--- config.mk ---
export PLATFORM = sky130hd
export DESIGN_NAME = sync_fifo_prog
export DESIGN_NICKNAME = d
export VERILOG_FILES = /design/src/rtl/fifo_pkg.sv /design/src/rtl/fifo_ram.sv /design/src/rtl/sync_fifo_prog.sv
export SDC_FILE = /design/constraint.sdc
export NUM_CORES = 1
export LEC_CHECK = 0
export BUFFER_PORTS_ARGS = -buffer_cell sky130_fd_sc_hd__buf_2
export CAP_MARGIN = 40
export CORE_MARGIN = 8
export CORE_UTILIZATION = 50
export CTS_BUF_LIST = sky130_fd_sc_hd__clkbuf_8 sky130_fd_sc_hd__clkbuf_16
export DETAILED_ROUTE_END_ITERATION = 16
export GPL_TIMING_DRIVEN = 0
export PLACE_DENSITY = 0.68
export SETUP_SLACK_MARGIN = 0.4
export SYNTH_ARGS = -nofsm -noshare
export SYNTH_HDL_FRONTEND = slang
export SYNTH_SLANG_ARGS = --single-unit
--- constraint.sdc ---
create_clock -name clk -period 3.8 [get_ports clk]
set_input_delay 0.19 -clock clk [delete_from_list [all_inputs] [get_ports clk]]
set_output_delay 0.19 -clock clk [all_outputs]
set_load 0.02 [all_outputs]
--- src/rtl/fifo_pkg.sv ---
// Shared types and helpers for the programmable synchronous FIFO.
// Count width covers 0..DEPTH inclusive.
package fifo_pkg;

  typedef enum logic {
    RD_STD,
    RD_FWFT
  } rd_mode_e;

  function automatic int cnt_w(input int depth);
    return $clog2(depth) + 1;
  endfunction

endpackage

--- src/rtl/fifo_ram.sv ---
// DEPTH x DATA_W simple dual-port storage.
// Synchronous write, registered read with read enable.
module fifo_ram #(
  parameter  int DATA_W = 32,
  parameter  int DEPTH  = 16,
  localparam int AW     = $clog2(DEPTH)
) (
  input  logic              clk,
  input  logic              reset,
  input  logic              we,
  input  logic [AW-1:0]     waddr,
  input  logic [DATA_W-1:0] wdata,
  input  logic              re,
  input  logic [AW-1:0]     raddr,
  output logic [DATA_W-1:0] rdata
);

  logic [DATA_W-1:0] mem [DEPTH];

  always_ff @(posedge clk) begin
    if (we) begin
      mem[waddr] <= wdata;
    end
  end

  // Only the output register is cleared; array contents survive reset.
  always_ff @(posedge clk) begin
    if (!reset) begin
      rdata <= '0;
    end else if (re) begin
      rdata <= mem[raddr];
    end
  end

endmodule

--- src/rtl/sync_fifo_prog.sv ---
// Single-clock FIFO with programmable almost levels,
// sticky errors and optional first-word-fall-through read.
module sync_fifo_prog
  import fifo_pkg::*;
#(
  parameter  int DATA_W = 32,
  parameter  int DEPTH  = 16,
  parameter  int FWFT   = 0,
  localparam int CNT_W  = cnt_w(DEPTH)
) (
  input  logic              clk,
  input  logic              reset,
  input  logic              wr_en,
  input  logic [DATA_W-1:0] data_in,
  input  logic              rd_en,
  output logic [DATA_W-1:0] data_out,
  input  logic [CNT_W-1:0]  af_level,
  input  logic [CNT_W-1:0]  ae_level,
  input  logic              clr_err,
  output logic              fifo_full,
  output logic              fifo_empty,
  output logic              fifo_almost_full,
  output logic              fifo_almost_empty,
  output logic [CNT_W-1:0]  fifo_count,
  output logic              overflow,
  output logic              underflow
);

  localparam int       AW   = CNT_W - 1;
  localparam rd_mode_e MODE = (FWFT != 0) ? RD_FWFT : RD_STD;

  logic [AW-1:0]     wr_ptr;
  logic [AW-1:0]     rd_ptr;
  logic [CNT_W-1:0]  count;
  logic              rd_ok;
  logic              wr_ok;
  logic              ovf_ev;
  logic              unf_ev;

  logic              ram_re;
  logic [AW-1:0]     ram_raddr;
  logic [DATA_W-1:0] ram_q;

  logic              ld_byp;
  logic              ld_ram;
  logic              byp_sel;
  logic [DATA_W-1:0] byp_q;

  assign fifo_count        = count;
  assign fifo_full         = (count == CNT_W'(DEPTH));
  assign fifo_empty        = (count == '0);
  assign fifo_almost_full  = (count >= af_level);
  assign fifo_almost_empty = (count <= ae_level);

  assign rd_ok  = rd_en & ~fifo_empty;
  assign wr_ok  = wr_en & (~fifo_full | rd_ok);
  assign ovf_ev = wr_en & fifo_full & ~rd_ok;
  assign unf_ev = rd_en & fifo_empty;

  always_ff @(posedge clk) begin
    if (!reset) begin
      wr_ptr <= '0;
      rd_ptr <= '0;
      count  <= '0;
    end else begin
      if (wr_ok) begin
        wr_ptr <= wr_ptr + AW'(1);
      end
      if (rd_ok) begin
        rd_ptr <= rd_ptr + AW'(1);
      end
      unique case (1'b1)
        (wr_ok & ~rd_ok): count <= count + CNT_W'(1);
        (rd_ok & ~wr_ok): count <= count - CNT_W'(1);
        default:          count <= count;
      endcase
    end
  end

  // A same-cycle event beats clr_err.
  always_ff @(posedge clk) begin
    if (!reset) begin
      overflow  <= 1'b0;
      underflow <= 1'b0;
    end else begin
      overflow  <= ovf_ev | (overflow & ~clr_err);
      underflow <= unf_ev | (underflow & ~clr_err);
    end
  end

  // FWFT head comes either from the RAM (next stored word)
  // or straight from data_in when the FIFO is (about to be) empty.
  always_comb begin
    ram_re    = 1'b0;
    ram_raddr = rd_ptr;
    ld_byp    = 1'b0;
    ld_ram    = 1'b0;
    if (MODE == RD_STD) begin
      ram_re = rd_ok;
    end else begin
      unique case (1'b1)
        (fifo_empty & wr_ok),
        (rd_ok & wr_ok & (count == CNT_W'(1))): begin
          ld_byp = 1'b1;
        end
        (rd_ok & (count > CNT_W'(1))): begin
          ld_ram    = 1'b1;
          ram_re    = 1'b1;
          ram_raddr = rd_ptr + AW'(1);
        end
        default: begin
          ld_byp = 1'b0;
        end
      endcase
    end
  end

  always_ff @(posedge clk) begin
    if (!reset) begin
      byp_q   <= '0;
      byp_sel <= 1'b0;
    end else if (ld_byp) begin
      byp_q   <= data_in;
      byp_sel <= 1'b1;
    end else if (ld_ram) begin
      byp_sel <= 1'b0;
    end
  end

  assign data_out = byp_sel ? byp_q : ram_q;

  fifo_ram #(
    .DATA_W (DATA_W),
    .DEPTH  (DEPTH)
  ) u_ram (
    .clk   (clk),
    .reset (reset),
    .we    (wr_ok),
    .waddr (wr_ptr),
    .wdata (data_in),
    .re    (ram_re),
    .raddr (ram_raddr),
    .rdata (ram_q)
  );

endmodule

## Word-level counts from Yosys, hierarchy flattened

Memory sizes are Yosys's and may differ from the RTL's. A register that Yosys moved wholly into a read port is not among the register bits.
Index checks and enable logic that the tools add are counted.

- Input bits: 47
- Output and inout port bits: 43
- Memories kept: 1
- Logic and storage cells: 36
- Memory bits (writable): 512
- Flip-flop bits (word level): 15

Memory list:

| name | depth | width | read ports | clocked after Yosys merged registers in | wr ports | line | source |
|---|---|---|---|---|---|---|---|
| u_ram.mem | 16 | 32 | 1 | 1 | 1 | fifo_ram.sv:18 | `logic [DATA_W-1:0] mem [DEPTH];` |

- Eq/ne operators: 1
- Reduce and logical (&&, ||, !) cells: 3
- Multiplexer cells: 3
- Bitwise logic cells: 17
- Magnitude comparators: 2
- $add $sub $neg: 4

Operator list:

| kind | number |
|---|---|
| $pmux 5 s2 | 1 |
| $and 1x1->1 | 9 |
| $add 4x1->4 const B | 2 |
| $add 5x1->5 const B | 1 |
| $eq 5x5->1 const B | 1 |
| $ge 5x5->1 | 1 |
| $le 5x5->1 | 1 |
| $logic_not 5->1 | 1 |
| $not 1->1 | 5 |
| $sub 5x1->5 const B | 1 |
| $or 1x1->1 | 3 |
| $mux 1 | 2 |
| $reduce_bool 2->1 | 1 |
| $logic_not 1->1 | 1 |

## Longest topological paths before layout

Gate-level depths: netlist of run 1.

- Word-level depth: 8
- Depth in mapped cells: 9
- Depth with buffers taken out: 8

## Cells and area by module

Synthesis of run 1 repeated with hierarchy kept, for this count alone.

- Cell total of the unflattened synthesis: 1,337
- Area, all modules: 21,921.0 µm²

By module, submodules not included:

| module | sequential area each (µm²) | cells an instance | instances | area an instance (µm²) |
|---|---|---|---|---|
| fifo_ram | 16,015.4 | 1,216 | 1 | 20,866.3 |
| sync_fifo_prog | 300.3 | 121 | 1 | 1,054.8 |

## Least setup slack after synthesis of run 1

Ideal clock, no wire load.

- Path kind: register -> register
- Start: reg count[1] (netlist: fifo_count[1])
- End: mem u_ram.mem[3][0] (enable)
- Arrival: 3,474 ps
- Library setup time: 461 ps
- Buffers on the path: 1
- Cell stages (with the launch flop): 6
- Required time: 3,339 ps
- Slack: -135 ps
- Period minus slack after synthesis: 3,935 ps
- Path through: dfxtp_1 buf_6 nor4_4 a31oi_2 nand2_1 nor3_1

- Longest elaborated chain between the ends: 7
- Elaborated cells between the ends (all ways): 9
- Classes of those cells: 1 x eq/ne; 2 x mux; 5 x bitwise; 1 x reduce/logical

Ends and longest elaborated chain:

| what | line | source |
|---|---|---|
| from (decl) | sync_fifo_prog.sv:34 | `logic [CNT_W-1:0] count;` |
| from (signal assigned) | sync_fifo_prog.sv:73 | `(wr_ok & ~rd_ok): count <= count + CNT_W'(1);` |
| from (signal assigned) | sync_fifo_prog.sv:74 | `(rd_ok & ~wr_ok): count <= count - CNT_W'(1);` |
| from (signal assigned) | sync_fifo_prog.sv:75 | `default: count <= count;` |
| $logic_not 5->1 | sync_fifo_prog.sv:51 | `assign fifo_empty = (count == '0);` |
| $not 1->1 | sync_fifo_prog.sv:55 | `assign rd_ok = rd_en & ~fifo_empty;` |
| $and 1x1->1 | sync_fifo_prog.sv:55 |  |
| $or 1x1->1 * | sync_fifo_prog.sv:56 | `assign wr_ok = wr_en & (~fifo_full \| rd_ok);` |
| $and 1x1->1 * | sync_fifo_prog.sv:56 |  |
| $mux 1 * | fifo_ram.sv:21 | `if (we) begin` |
| $mux 1 (implied by the code) * | fifo_ram.sv:22 | `mem[waddr] <= wdata;` |
| to (decl) | fifo_ram.sv:18 |  |

Every way passes the cells marked *; elsewhere a longest branch is shown, timed or not.

## Final worst setup path of run 1

- Start: reg count[2] (netlist: fifo_count[2])
- End: mem u_ram.mem[3][1] (enable)

Same word-level chain as after synthesis.

==> reports/qor.txt, run 1 <==
Top delay family on crit path: simple AND/OR/NAND/NOR gates
Setup TNS: 0 ps
Mapped Nets: 1060
First-pass GRT wire length: 69000 um
Wire per inst: 25.0 um
Reg2Reg Launch Point: fifo_count[2]
Slew Viols, Final: 0
Min-delay worst type: input port to flip-flop
Crit-path cells: nor4_4 -> a31oi_2 -> nand2_1 -> nor3_4 -> buf_8
H-Tree Depth: 2
Mux cell area share after synthesis: 16.7%
Synth top cells by count: 512 x edfxtp_1, 107 x mux4_2, 65 x mux2i_1
Crit path from: fifo_count[2]
Count leader, synth: edfxtp_1
Logic pwr share: 19.9%
Post-synth top area share: 71.2%
CTS tree: built
Cells after Synth: 997
Placement Setup Slack: 1020 ps
Final Non-Filler Cells: 1834
Initial Util: 50.4%
Slowest-stage cell, CP: nor3_4
HPWL Detailed: 29000 um
P_sw: 4.06 mW
Main synth FF type: edfxtp_1
ANT nets after route: 0
Residual DRC: 0
Arr. time, crit path: 3030 ps
Filler cells: 3035
Ant. Diodes: 0
Synth Register Bits: 559
Adder-cell area share of the yosys netlist: 0.927%
Post-Place Cells: 1693
TritonCTS buffer count: 56
Period utilisation layout: 72.0%
Core area: 42900 sq um
Setup violators final: 0
Synth unique cells: 46
Clock Skew: 17.1 ps
Part of the power in registers: 45.4%
Fmax: 366 MHz
Compound-Gate Fraction of Synth Area: 2.75%
Crit. End Element: flip-flop
Final WL: 45800 um
Final Hold Fails: 0
Ys Warns: 0
Clock Latency Late Sink: 600 ps
Max VDD drop: 0.000405 V
Design Power: 15.8 mW
CTS Root Cell: clkbuf_16
Share of layout cells above drive strength 1: 28.4%
Worst Path Buf+Inv: 1
Area contributors post-synth: edfxtp_1 71%, mux4_2 11%, dfxtp_1 4.4%, mux2i_1 3.0%, mux4_1 2.6%
Unrepaired setup endpoints after global routing: no
Maxcap violations: 0
Post-synth EDFFs: 512
Pleak: 8.39 nW
XOR/XNOR Fraction of Synth Area: 0.406%
Design area: 25700 sq um
FFs w/ async S/R, synth: 0%
WS Path Type: flip-flop to flip-flop
Site Rows: 76
Min Tclk post-route: 2740 ps
Slew margin rel.: 43.3%
Hold Startpoint: wr_en
Mapped Avg Cell Area: 21.7 sq um
Slowest Stage Delay on Critical Path: 720 ps
Clock power share: 34.8%
Vias in the first global route: 10900
Seq/Total Area, Yosys: 75.5%
Pwr per Cell Area: 613 nW/um^2
Critical Path RT: 4100 ps
I/O Buffers: 88
P_int: 11.7 mW
Yosys top cell by area: edfxtp_1
Nets: 1265
Worst-margin pin slew: 850 ps
Sw frac: 25.8%
Synthesized cell area: 21600 sq um
Cell area after placement: 23500 sq um
Ports: 90
Overall Global Routing Usage: 18.4%
Initial antenna violation count: 0
Vias per inst: 5.68
Pin count of the biggest net entering global routing: 22
CP Max Fanout: 12
Largest family of logic cells by synthesized area: multiplexers
Clock buffer depth: 3
First DRT Iteration DRCs: 792
Die Span Y: 224 um
Area growth from synthesis to layout: 19.0%
Status: finished, final reports clean
Die Wd: 224 um
Overflow after GRT: 0
DRT Pass-1 Iters: 5
Routed via count: 10400
Critical path launch point type: flip-flop
Area share of and/or/nand/nor cells after synthesis: 1.62%
GP Congestion: 0.701
Die ar.: 50100 sq um
Worst-path clk slew: 60 ps
Fin worst setup slack: 1060 ps
TritonCTS Sinks: 559
==> worst paths after layout <==
path,slack [ps],cells after the start,end
max,1060,5,u_ram.mem[3][1]
min,40,3,fifo_count[1]
max reg2reg,1060,5,u_ram.mem[3][1]
min reg2reg,470,2,u_ram.rdata[12]
==> cell families after synthesis <==
family	after synthesis
flops	559
mux	193
compound gates	86
buf+inv	68
simple gates	65
fa+ha+maj	16
xor+xnor	10
==> what timing repair did <==
item                      4_1_cts  5_1_grt
hold buffers                   35        0
setup buffers                   0        0
hold endpoints to repair      517        0
gates resized for setup         0        0
==> routing by layer <==
layer / up-vias / part of all wire [%] / global-route usage (%)
met4: 0 / 1.9 / 4.93
met3: 64 / 5.3 / 2.76
li1: 4572 / - / -
met5: - / 0 / 0
met2: 306 / 49 / 30.2
met1: 5480 / 44 / 25.8
==> through the flow <==
| stage | hold WS [ps] | utilization [%] |
|---|---|---|
| after global routing | 51.5 | 59.9 |
| after floorplan | 289 | - |
| after CTS | 2.75 | 59.9 |
| after detailed placement | 456 | 54.7 |
| after global placement | 457 | 53.1 |
| final | 35.6 | 59.9 |
==> state kept, by name, indices dropped and copies added, names as in the netlist <==
register	cells
u_ram.mem	512
u_ram.rdata	32
fifo_count	5
ram_raddr	4
wr_ptr	4
overflow	1
underflow	1
==> placed cells by master, fill, tap and decap left out, drive strengths merged <==
master	synthesis	routed
mux4	128	128
nor4b	1	1
ha	16	16
a211oi	1	1
a22oi	2	2
a31oi	1	1
clkbuf	21	89
dfxtp	47	47
and4	1	1
a21boi	1	1
nand2b	4	4
bufinv	0	5
nand4	3	3
nand2	9	9
o21ai	37	37
nor3	5	5
xnor2	8	8
a32oi	1	1
nand3	3	3
edfxtp	512	512
o21a	1	1
xor2	2	2
o22ai	1	1
o31ai	1	1
and2	9	9
clkinvlp	0	1
nand3b	1	1
a21oi	7	7
dlygate4sd1	2	2
nor2b	6	6
mux2i	65	65
clkinv	0	12
o311a	1	1
dlygate4sd3	0	35
nor2	21	21
nor4	1	1
buf	28	140
inv	17	36
or4	1	1
a2bb2oi	32	32
==> layout make-up <==
| type | count | area, sq um | share of cell area (%) |
|---|---|---|---|
| sequential | 559 | 16300 | 63.5 |
| multi-input combinational | 370 | 4980 | 19.4 |
| clock buffer | 68 | 1570 | 6.10 |
| timing repair buffer | 147 | 1370 | 5.33 |
| tap | 585 | 732 | 2.85 |
| buffer | 51 | 373 | 1.45 |
| clock inverter | 37 | 298 | 1.16 |
| inverter | 17 | 63.8 | 0.248 |
==> worst reg2reg max path, cell delays in order (launching register included) <==
cell	delay [ps]
dfxtp_1	580
nor4_4	110
a31oi_2	410
nand2_1	360
nor3_4	720
buf_8	270
==> power by group through the flow <==
stage	logic [mW]	registers, mW	clock network (mW)
floorplan	2.04	7.40	0
detailed placement	3.14	7.28	0
global route	3.38	7.18	5.79
finish	3.13	7.15	5.48
global placement	3.04	7.29	0
CTS	3.19	7.16	5.57
Note: power is estimated with default switching activity, not from simulation.
==> inputs of run 2 (changes only) <==
Settings changed: ABC_AREA set to 1.
Clock period 3.8 ns to 2.3 ns, I/O delays scaled along.
==> reports/qor.txt, run 2 <==
Status: finished, final reports clean
Initial Util: 50.5%
TritonCTS Sinks: 559
TritonCTS buffer count: 55
H-Tree Depth: 2
Die Wd: 227 um
Mapped Nets: 1838
HPWL Detailed: 41100 um
Overall Global Routing Usage: 25.0%
Mapped Avg Cell Area: 12.6 sq um
Ys Warns: 0
Biggest register: u_ram.mem
Worst-margin pin slew: 869 ps
DRT Pass-1 Iters: 6
Final WL: 69300 um
Area contributors post-synth: edfxtp_1 69%, nor2_1 7.0%, o211ai_1 5.4%, dfxtp_1 4.2%, o21ai_0 3.7%
Synth unique cells: 27
Main synth FF type: edfxtp_1
Nets: 2112
Die Span Y: 227 um
Slew margin rel.: 42.0%
R2r setup slk: 210 ps
Ports: 90
Logic pwr share: 22.7%
Pwr per Cell Area: 951 nW/um^2
Post-synth top area share: 68.9%
Part of the power in registers: 43.7%
Clock power share: 33.6%
Area growth from synthesis to layout: 25.2%
Ant. Diodes: 0
I/O Buffers: 88
Pin count of the biggest net entering global routing: 22
Routed via count: 16200
First-pass GRT wire length: 95700 um
Crit-path cells: buf_12 -> nor2_4 -> nand2_2 -> nor2_4 -> a21oi_4 -> inv_2 -> nor2_4 -> buf_6 -> inv_6 -> nor2_4 -> buf_6 -> buf_12
First DRT Iteration DRCs: 2329
Clock Skew: 31.1 ps
Worst Path Buf+Inv: 6
Worst-path clk slew: 60 ps
Site Rows: 77
Wire per inst: 25.8 um
Post-synth EDFFs: 512
Crit path from: fifo_count[0]
Slowest-stage cell, CP: dfxtp_4
Final Util: 63.3%
CP dominant cell by count: nor2_4
Synth top cells by count: 512 x edfxtp_1, 413 x nor2_1, 165 x o21ai_0
CTS tree: built
Clock buffer depth: 3
Final Hold Fails: 0
Slowest Stage Delay on Critical Path: 400 ps
Crit. End Element: flip-flop
ANT nets after route: 0
Hold Startpoint: reset
Fin worst setup slack: 210 ps
Max FFs per register: 512
Fmax: 478 MHz
Reg2Reg Launch Point: fifo_count[0]
Most common cell after layout, fill and taps aside: edfxtp_1
Design Power: 26.6 mW
Clock Latency Late Sink: 610 ps
Residual DRC: 0
Critical Path RT: 2600 ps
Slew Viols, Final: 0
Count leader, synth: edfxtp_1
Seq/Total Area, Yosys: 73.2%
Vias per inst: 6.02
Share of layout cells above drive strength 1: 20.0%
GP Congestion: 0.847
CTS Root Cell: clkbuf_16
CP Max Fanout: 8
Unrepaired setup endpoints after global routing: yes
Most frequent cells in the layout: 512 x edfxtp_1, 393 x nor2_1, 164 x o21ai_0, 161 x o211ai_1, 106 x buf_2
Setup violators final: 0
Cells after Synth: 1775
Pleak: 9.85 nW
P_int: 18.7 mW
Initial antenna violation count: 0
Maxcap violations: 0
Arr. time, crit path: 2390 ps
Yosys top cell by area: edfxtp_1
Overflow after GRT: 0
Core area: 44100 sq um
Synthesized cell area: 22300 sq um
Max VDD drop: 0.000614 V
Sw frac: 29.7%
Period utilisation layout: 90.9%
P_sw: 7.90 mW
Min Tclk post-route: 2090 ps
Synth Register Bits: 559
Die ar.: 51600 sq um
Min-delay worst type: input port to flip-flop
FFs w/ async S/R, synth: 0%
Placement Setup Slack: -276 ps
WS Path Type: flip-flop to flip-flop
Critical path launch point type: flip-flop
Vias in the first global route: 15500
Top delay family on crit path: buffers and inverters
[run 2: cell count changes after synthesis, sizes merged, moves of 57 or more]
cell	before	now
mux2i	65	0
nand3	3	108
mux4	128	0
o21ai	37	266
inv	17	74
nor2	21	413
o211ai	0	161
[run 2: power groups by stage]
stage                     clock network (mW)  logic [mW]  registers, mW
after global placement                     0        4.96           11.8
after global routing                    9.28        6.50           11.6
final                                   8.92        6.04           11.6
after CTS                               8.95        5.46           11.6
after floorplan                            0        2.95           12.0
after detailed placement                   0        5.11           11.8
[run 2: worst paths after layout]
kind,depth (start not counted),end
max reg2reg,12,u_ram.mem[7][26]
min,3,ram_raddr[1]
max,12,u_ram.mem[7][26]
min reg2reg,2,u_ram.rdata[6]
[run 2: worst register-to-register path: stages, from the launching register on]
cell and delay [ps]:
dfxtp_4 400, buf_12 120, nor2_4 40, nand2_2 80, nor2_4 50, a21oi_4 230, inv_2 80, nor2_4 150
buf_6 120, inv_6 40, nor2_4 150, buf_6 170, buf_12 150
[run 2: layout make-up]
type                            instances  area, sq um
Buffer                                118          927
Clock buffer                           60         1470
Clock inverter                         43          313
Fill cell                            3219        16200
Inverter                               74          293
Multi-Input combinational cell       1024         5440
Sequential cell                       559        16300
Tap cell                              592          741
Timing Repair Buffer                  217         2410
[run 2: logic make-up after synthesis]
group | synth area share, %
compound gates | 11.9
fa+ha+maj | 0.898
xor+xnor | 0.0786
simple gates | 10.1
buf+inv | 3.81
flops | 73.2
[run 2: through the flow]
| stage | setup TNS [ps] | instances | instance area, sq um | hold slack (ps) |
|---|---|---|---|---|
| 2_1_floorplan | 0 | 1775 | 22500 | 214 |
| 3_3_place_gp | -73990 | 2455 | 23700 | 383 |
| 6_report | 0 | 2687 | 27900 | 74.4 |
| 4_1_cts | 0 | 2645 | 27000 | 0.892 |
| 3_5_place_dp | -7580 | 2476 | 24100 | 396 |
| 5_1_grt | 0 | 2687 | 27900 | 82.3 |
[run 2: metal layers]
layer,global-route usage [%],routed length [um]
met1,32.9,25700
met2,41.2,32700
met3,4.29,7810
met4,10.3,3020
met5,0,0
[run 2: what timing repair did]
action,in CTS,in global routing
hold buffers,37,0
endpoints found under the setup margin,536,228
hold endpoints to repair,515,0
resized for setup,105,160
pin swaps,24,29
setup buffers,28,22
cloned,1,20
